$ cat src/rtl/fetch_pkg.sv
// Shared types and constants for the instruction fetch controller.
//   fetch_state_t : fetch FSM encoding (BOOT, REQ, WAIT, HOLD)
//   ILEN_BYTES    : instruction length, used as the sequential PC step
//   RESET_VEC_DEF : default first fetch address after reset
//   is_aligned()  : true when an address is on an instruction boundary
package fetch_pkg;

  typedef enum logic [1:0] {
    ST_BOOT = 2'd0,
    ST_REQ  = 2'd1,
    ST_WAIT = 2'd2,
    ST_HOLD = 2'd3
  } fetch_state_t;

  localparam int unsigned ILEN_BYTES    = 4;
  localparam logic [31:0] RESET_VEC_DEF = 32'h0000_0000;

  function automatic logic is_aligned(input logic [31:0] addr);
    return (addr[1:0] == 2'b00);
  endfunction

endpackage

$ cat src/rtl/fetch_buf.sv
// Instruction holding register for the fetch controller.
// Captures the returned instruction word and keeps it stable, with its
// valid bit, until the controller drops it (consumed or redirected).
//   clk, reset  : clock, asynchronous active-high reset
//   load        : capture rdata and mark valid
//   drop        : clear valid (data is left as-is)
//   rdata       : instruction word from memory
//   instr       : held instruction word
//   instr_valid : held word is valid for decode
module fetch_buf #(
  parameter int DATA_W = 32
) (
  input  logic              clk,
  input  logic              reset,
  input  logic              load,
  input  logic              drop,
  input  logic [DATA_W-1:0] rdata,
  output logic [DATA_W-1:0] instr,
  output logic              instr_valid
);

  logic [DATA_W-1:0] data_p0;
  logic              vld_p0;

  // Stage 0: memory response -> decode holding register
  always_ff @(posedge clk or posedge reset) begin
    if (reset) begin
      data_p0 <= '0;
      vld_p0  <= 1'b0;
    end else if (load) begin
      data_p0 <= rdata;
      vld_p0  <= 1'b1;
    end else if (drop) begin
      vld_p0  <= 1'b0;
    end
  end

  assign instr       = data_p0;
  assign instr_valid = vld_p0;

endmodule

$ cat src/rtl/fetch_ctrl.sv
// Instruction fetch controller: one outstanding fetch at a time, a single
// holding register toward decode, and branch/jump redirect handling.
//   clk, reset                         : clock, asynchronous active-high reset
//   pc_cur / pc_in                     : PC register value in / next PC out
//   imem_req, imem_addr                : fetch request
//   imem_gnt, imem_rvalid, imem_rdata  : request accept / response
//   instr, instr_valid, instr_ready    : decode handshake
//   redirect_valid, redirect_target    : redirect request
//   misalign_err                       : one-cycle pulse on rejected redirect
//   fetch_cnt                          : instructions delivered to decode
module fetch_ctrl
  import fetch_pkg::*;
#(
  parameter logic [31:0] RESET_VEC = RESET_VEC_DEF
) (
  input  logic        clk,
  input  logic        reset,
  input  logic [31:0] pc_cur,
  output logic [31:0] pc_in,
  output logic        imem_req,
  output logic [31:0] imem_addr,
  input  logic        imem_gnt,
  input  logic        imem_rvalid,
  input  logic [31:0] imem_rdata,
  output logic [31:0] instr,
  output logic        instr_valid,
  input  logic        instr_ready,
  input  logic        redirect_valid,
  input  logic [31:0] redirect_target,
  output logic        misalign_err,
  output logic [31:0] fetch_cnt
);

  fetch_state_t state, state_nxt;
  logic         kill, kill_nxt;
  logic         misalign_nxt;
  logic         cnt_inc;
  logic         buf_load, buf_drop;
  logic         redir_ok, redir_bad;

  assign redir_ok  = redirect_valid &  is_aligned(redirect_target);
  assign redir_bad = redirect_valid & ~is_aligned(redirect_target);

  // State register
  always_ff @(posedge clk or posedge reset) begin
    if (reset) begin
      state        <= ST_BOOT;
      kill         <= 1'b0;
      misalign_err <= 1'b0;
      fetch_cnt    <= '0;
    end else begin
      state        <= state_nxt;
      kill         <= kill_nxt;
      misalign_err <= misalign_nxt;
      if (cnt_inc) fetch_cnt <= fetch_cnt + 32'd1;
    end
  end

  // Next-state logic. A misaligned redirect behaves as no redirect at all,
  // apart from the error pulse (suppressed in BOOT).
  always_comb begin
    state_nxt    = state;
    kill_nxt     = kill;
    misalign_nxt = redir_bad && (state != ST_BOOT);
    cnt_inc      = 1'b0;
    buf_load     = 1'b0;
    buf_drop     = 1'b0;
    case (state)
      ST_BOOT: state_nxt = ST_REQ;
      ST_REQ: begin
        if (imem_gnt) begin
          state_nxt = ST_WAIT;
          // Request went out for the old PC; its response must be dropped.
          kill_nxt  = redir_ok;
        end
      end
      ST_WAIT: begin
        if (imem_rvalid) begin
          kill_nxt  = 1'b0;
          state_nxt = ST_REQ;
          if (!kill && !redir_ok) begin
            buf_load  = 1'b1;
            state_nxt = ST_HOLD;
          end
        end else if (redir_ok) begin
          kill_nxt = 1'b1;
        end
      end
      ST_HOLD: begin
        // Redirect wins over a simultaneous consume: no count, word dropped.
        if (redir_ok) begin
          buf_drop  = 1'b1;
          state_nxt = ST_REQ;
        end else if (instr_ready) begin
          buf_drop  = 1'b1;
          cnt_inc   = 1'b1;
          state_nxt = ST_REQ;
        end
      end
      default: state_nxt = ST_BOOT;
    endcase
  end

  // Output logic
  always_comb begin
    pc_in     = pc_cur;
    imem_req  = 1'b0;
    imem_addr = '0;
    case (state)
      ST_BOOT: pc_in = RESET_VEC;
      ST_REQ: begin
        imem_req  = 1'b1;
        imem_addr = pc_cur;
        if (redir_ok) pc_in = redirect_target;
      end
      ST_WAIT: begin
        if (redir_ok) pc_in = redirect_target;
      end
      ST_HOLD: begin
        if (redir_ok)         pc_in = redirect_target;
        else if (instr_ready) pc_in = pc_cur + 32'(ILEN_BYTES);
      end
      default: pc_in = RESET_VEC;
    endcase
  end

  fetch_buf #(
    .DATA_W(32)
  ) u_buf (
    .clk        (clk),
    .reset      (reset),
    .load       (buf_load),
    .drop       (buf_drop),
    .rdata      (imem_rdata),
    .instr      (instr),
    .instr_valid(instr_valid)
  );

endmodule
$ cat config.mk
export PLATFORM = sky130hd
export DESIGN_NAME = fetch_ctrl
export DESIGN_NICKNAME = d
export VERILOG_FILES = /design/src/rtl/fetch_pkg.sv /design/src/rtl/fetch_buf.sv /design/src/rtl/fetch_ctrl.sv
export SDC_FILE = /design/constraint.sdc
export NUM_CORES = 1
export LEC_CHECK = 0
export CAP_MARGIN = 20
export CORE_MARGIN = 1
export CORE_UTILIZATION = 42
export CTS_BUF_LIST = sky130_fd_sc_hd__clkbuf_4
export DETAILED_ROUTE_END_ITERATION = 12
export PLACE_DENSITY_LB_ADDON = 0.15
export SLEW_MARGIN = 5
export SYNTH_ARGS = -nofsm -noshare
export SYNTH_HDL_FRONTEND = slang
export SYNTH_HIERARCHICAL = 1
export SYNTH_SLANG_ARGS = --single-unit
$ cat constraint.sdc
create_clock -name clk -period 2.74 [get_ports clk]
set_input_delay 0.548 -clock clk [delete_from_list [all_inputs] [get_ports clk]]
set_output_delay 0.548 -clock clk [all_outputs]
set_load 0.03 [all_outputs]
==> metrics.yaml <==
synthSimpleGateAreaFrac_pct: 24.6
yosys.area_share.xor_xnor_pct: 5.98
synth_cell_types: 65
start_kind: "input pin"
gp_routability_congestion: 0.952
worst_pin_slew_ps: 804
synth_enable_flop_cells: 0
synth.top_cells.by_area: "sky130_fd_sc_hd__dfrtp_1 (37%), sky130_fd_sc_hd__mux2_4 (9.3%), sky130_fd_sc_hd__and2_1 (4.7%)"
ios: 233
area_growth_pct: 80.8
biggest_cell_delay_along_the_critical_path_ps: 520
synthesis.yosys.warnings: 6
route.detailed.wl_per_inst_um: 18.1
critical_path.cell_chain: "buf_6 -> nand4_1 -> buf_4 -> nor3_4 -> buf_6 -> nand3_2 -> or4_4 -> a31oi_4 -> buf_6"
synth-seq-cells: 69
largest_family_of_logic_cells_by_synthesized_area: "simple AND/OR/NAND/NOR gates"
cts_root_buf: "sky130_fd_sc_hd__clkbuf_4"
min_period_over_period_pct: 104
row_count: 38
postRouteAntennaNets: 0
layout_min_cycle_time_ps: 2840
status: "finished, violations left"
core_um2: 10800
path_buf_inv: 4
cp_data_required_time_ps: 2190
routed_wl_um: 17600
synthesis.area_per_instance_um2: 9.61
yosys.area_share.adder_pct: 1.87
buffer_ports.inserted: 232
report.final.hold_viol_count: 0
synth_mux_area_share_pct: 10.7
clock_insertion_delay_worst_skew_ps: 430
max_freq_mhz: 352
cts_tree: "yes"
timing.hold.worst.class: "register to register"
insertedDiodeCount: 0
grt_overflow_total: 0
async_reset_ff_share_pct: 100
clk_transition_reported_paths_ps: 120
p_leak_nw: 3.77
critical-path-top-cell-by-count: "sky130_fd_sc_hd__buf_6"
clock_path_buffers: 2
antenna_found_initial: 0
grt_pass1_vias: 5308
netlist_instances: 488
report.power.total_mw: 7.47
clock_tree.htree_level_count: 3
dr.pass1.iters: 5
cp_max_fo: 3
synthDominantAreaCellType: "sky130_fd_sc_hd__dfrtp_1"
initial_cell_density_of_the_core_pct: 43.2
critPathArrivalTime_ps: 2290
post_route_cells_drive_above_1_share_pct: 38.7
maxSlewViolCount: 0
ir_worst_vdd_v: 0.000640
number_of_max_cap_violations: 0
failed_checks: "setup timing"
hold_slack_ps: 493
die_width_um: 108
slew_headroom_pct: 45.7
grt_pass1_wl_um: 26600
synth_seq_area_share_pct: 36.8
setup_viol_count_final: 8
rsz0062_at_grt: "true"
drt_iter0_markers: 258
cts-hold-fix-buffers: 0
synth_compound_gate_area_share_pct: 15.4
num-fill-cells: 737
critical-path-top-delay-family: "simple AND/OR/NAND/NOR gates"
synthesis.nets: 597
cts_bufs_inserted: 9
mappedNetlistArea_um2: 4690
place.detailed.hpwl_um: 13000
design.final.nets: 937
grt_start_max_net_pins: 37
design.die.area_um2: 11600
power.density_nw_per_um2: 882
final.setup_skew_ps: 18.4
remaining_drc_errors: 0
critical_path.endpoint_type: "primary output"
grtUsageTotal_pct: 29.7
finalCoreUtilization_pct: 78.2
timing.critical_path.slowest_stage_cell: "sky130_fd_sc_hd__or4_4"
vias_per_cell: 5.52
total_vias_in_the_final_route: 5374
setup_total_negative_slack_ps: -359
synth_top_flop_cell: "sky130_fd_sc_hd__dfrtp_1"
die_h_um: 108
worst_slack_ps: -102
setup.worst_path.class: "input pin to primary output"
numClockSinks: 69
synth_top_cell_area_share_pct: 36.8
## routing by layer
layer / routed length, µm / up-vias / GRT usage, %
li1: - / 2479 / -
met1: 6970 / 2554 / 35.6
met2: 8580 / 288 / 51.7
met3: 1470 / 53 / 6.84
met4: 578 / 0 / 10.8
met5: 0 / - / 0
## state kept, by name (all words and copies together), names as in the netlist
register and cells:
fetch_cnt 32, kill 1, misalign_err 1, state 2, u_buf/instr 32, u_buf/instr_valid 1
## Yosys cell counts (2+ instances only)
cell	count
sky130_fd_sc_hd__nand4_1	9
sky130_fd_sc_hd__nand4_2	2
sky130_fd_sc_hd__and4_1	3
sky130_fd_sc_hd__buf_1	2
sky130_fd_sc_hd__a22o_1	4
sky130_fd_sc_hd__a221oi_1	2
sky130_fd_sc_hd__o41ai_1	2
sky130_fd_sc_hd__nor3_1	10
sky130_fd_sc_hd__nand2b_1	6
sky130_fd_sc_hd__a211oi_1	3
sky130_fd_sc_hd__nand3_1	24
sky130_fd_sc_hd__and2_1	35
sky130_fd_sc_hd__mux2_4	29
sky130_fd_sc_hd__a31oi_1	8
sky130_fd_sc_hd__a311oi_1	7
sky130_fd_sc_hd__o31ai_1	6
sky130_fd_sc_hd__buf_12	3
sky130_fd_sc_hd__nand3_2	2
sky130_fd_sc_hd__or3_1	6
sky130_fd_sc_hd__a41oi_1	5
sky130_fd_sc_hd__nor4_4	2
sky130_fd_sc_hd__buf_2	5
sky130_fd_sc_hd__inv_1	12
sky130_fd_sc_hd__o211ai_1	5
sky130_fd_sc_hd__clkbuf_1	13
sky130_fd_sc_hd__a41o_1	4
sky130_fd_sc_hd__ha_1	7
sky130_fd_sc_hd__xor2_1	10
sky130_fd_sc_hd__a21oi_1	20
sky130_fd_sc_hd__mux2_2	5
sky130_fd_sc_hd__xnor2_1	22
sky130_fd_sc_hd__dfrtp_1	69
sky130_fd_sc_hd__and3_1	12
sky130_fd_sc_hd__nor3b_1	2
sky130_fd_sc_hd__o21ai_0	28
sky130_fd_sc_hd__or4_1	3
sky130_fd_sc_hd__nor4_1	2
sky130_fd_sc_hd__buf_6	2
sky130_fd_sc_hd__nand2_1	38
sky130_fd_sc_hd__nor2_1	34
## cell usage in the layout, fill, tap and decap left out, types with 5 or more instances in the layout
cell type,count
sky130_fd_sc_hd__a21oi_1,16
sky130_fd_sc_hd__a31oi_1,7
sky130_fd_sc_hd__and2_1,34
sky130_fd_sc_hd__and3_1,10
sky130_fd_sc_hd__buf_4,159
sky130_fd_sc_hd__buf_6,26
sky130_fd_sc_hd__clkbuf_4,9
sky130_fd_sc_hd__clkdlybuf4s15_1,6
sky130_fd_sc_hd__clkdlybuf4s50_1,136
sky130_fd_sc_hd__dfrtp_1,69
sky130_fd_sc_hd__dlygate4sd2_1,12
sky130_fd_sc_hd__inv_1,8
sky130_fd_sc_hd__mux2_2,5
sky130_fd_sc_hd__mux2_4,29
sky130_fd_sc_hd__nand2_1,36
sky130_fd_sc_hd__nand3_1,19
sky130_fd_sc_hd__nand3_2,5
sky130_fd_sc_hd__nand4_1,9
sky130_fd_sc_hd__nor2_1,28
sky130_fd_sc_hd__nor2_2,5
sky130_fd_sc_hd__nor3_1,7
sky130_fd_sc_hd__o211ai_1,5
sky130_fd_sc_hd__o21ai_0,18
sky130_fd_sc_hd__o21ai_1,7
sky130_fd_sc_hd__or3_1,5
sky130_fd_sc_hd__xnor2_1,22
sky130_fd_sc_hd__xor2_1,10
## per-stage QoR
stage	std cells	setup slack, ps	area (µm²)
floorplan	488	20.9	4730
global placement	926	-611	7650
detailed placement	926	-649	7650
CTS	963	-71.5	8210
global route	973	-141	8480
finish	973	-102	8480
## power by group
part	internal (mW)	total, mW	leakage (nW)	switching, mW
clock	0.385	0.795	0.0895	0.410
sequential	1.30	1.48	0.889	0.172
combinational	2.37	5.20	2.80	2.84
## cell type report
type                       count  area (µm²)  share of cell area (%)
tap                          140         175                    2.07
sequential                    69        1730                    20.4
timing repair buffer         355        3200                    37.8
clock buffer                   9        67.6                   0.797
multi-input combinational    381        3150                    37.2
inverter                      12        47.5                   0.561
clock inverter                 7         105                    1.24
## timing repair
item | CTS | global route
buffers inserted | 20 | 11
gates cloned | 1 | 0
gates resized for setup | 118 | 67
setup endpoints to repair | 31 | 29
pin swaps | 35 | 29
## worst paths after layout
check | start | depth (start not counted) | end | slack (ps)
min in group asynchronous | reset | 3 | u_buf/instr[9] | 520
max in group asynchronous | reset | 3 | state[0] | 1870
setup / recovery | pc_cur[8] | 9 | pc_in[26] | -100
hold / removal | fetch_cnt[31] | 1 | fetch_cnt[31] | 490
setup reg to reg | state[0] | 10 | fetch_cnt[20] | 490
hold reg to reg | fetch_cnt[31] | 1 | fetch_cnt[31] | 490
## logic make-up after synthesis
logic type	Yosys count
AO/OA/AOI/OAI	106
flip-flops	69
XOR/XNOR	32
buffers and inverters	38
AND/OR/NAND/NOR	201
multiplexers	35
adder cells (fa/ha/maj)	7
Note: power is estimated with default switching activity, not from simulation.
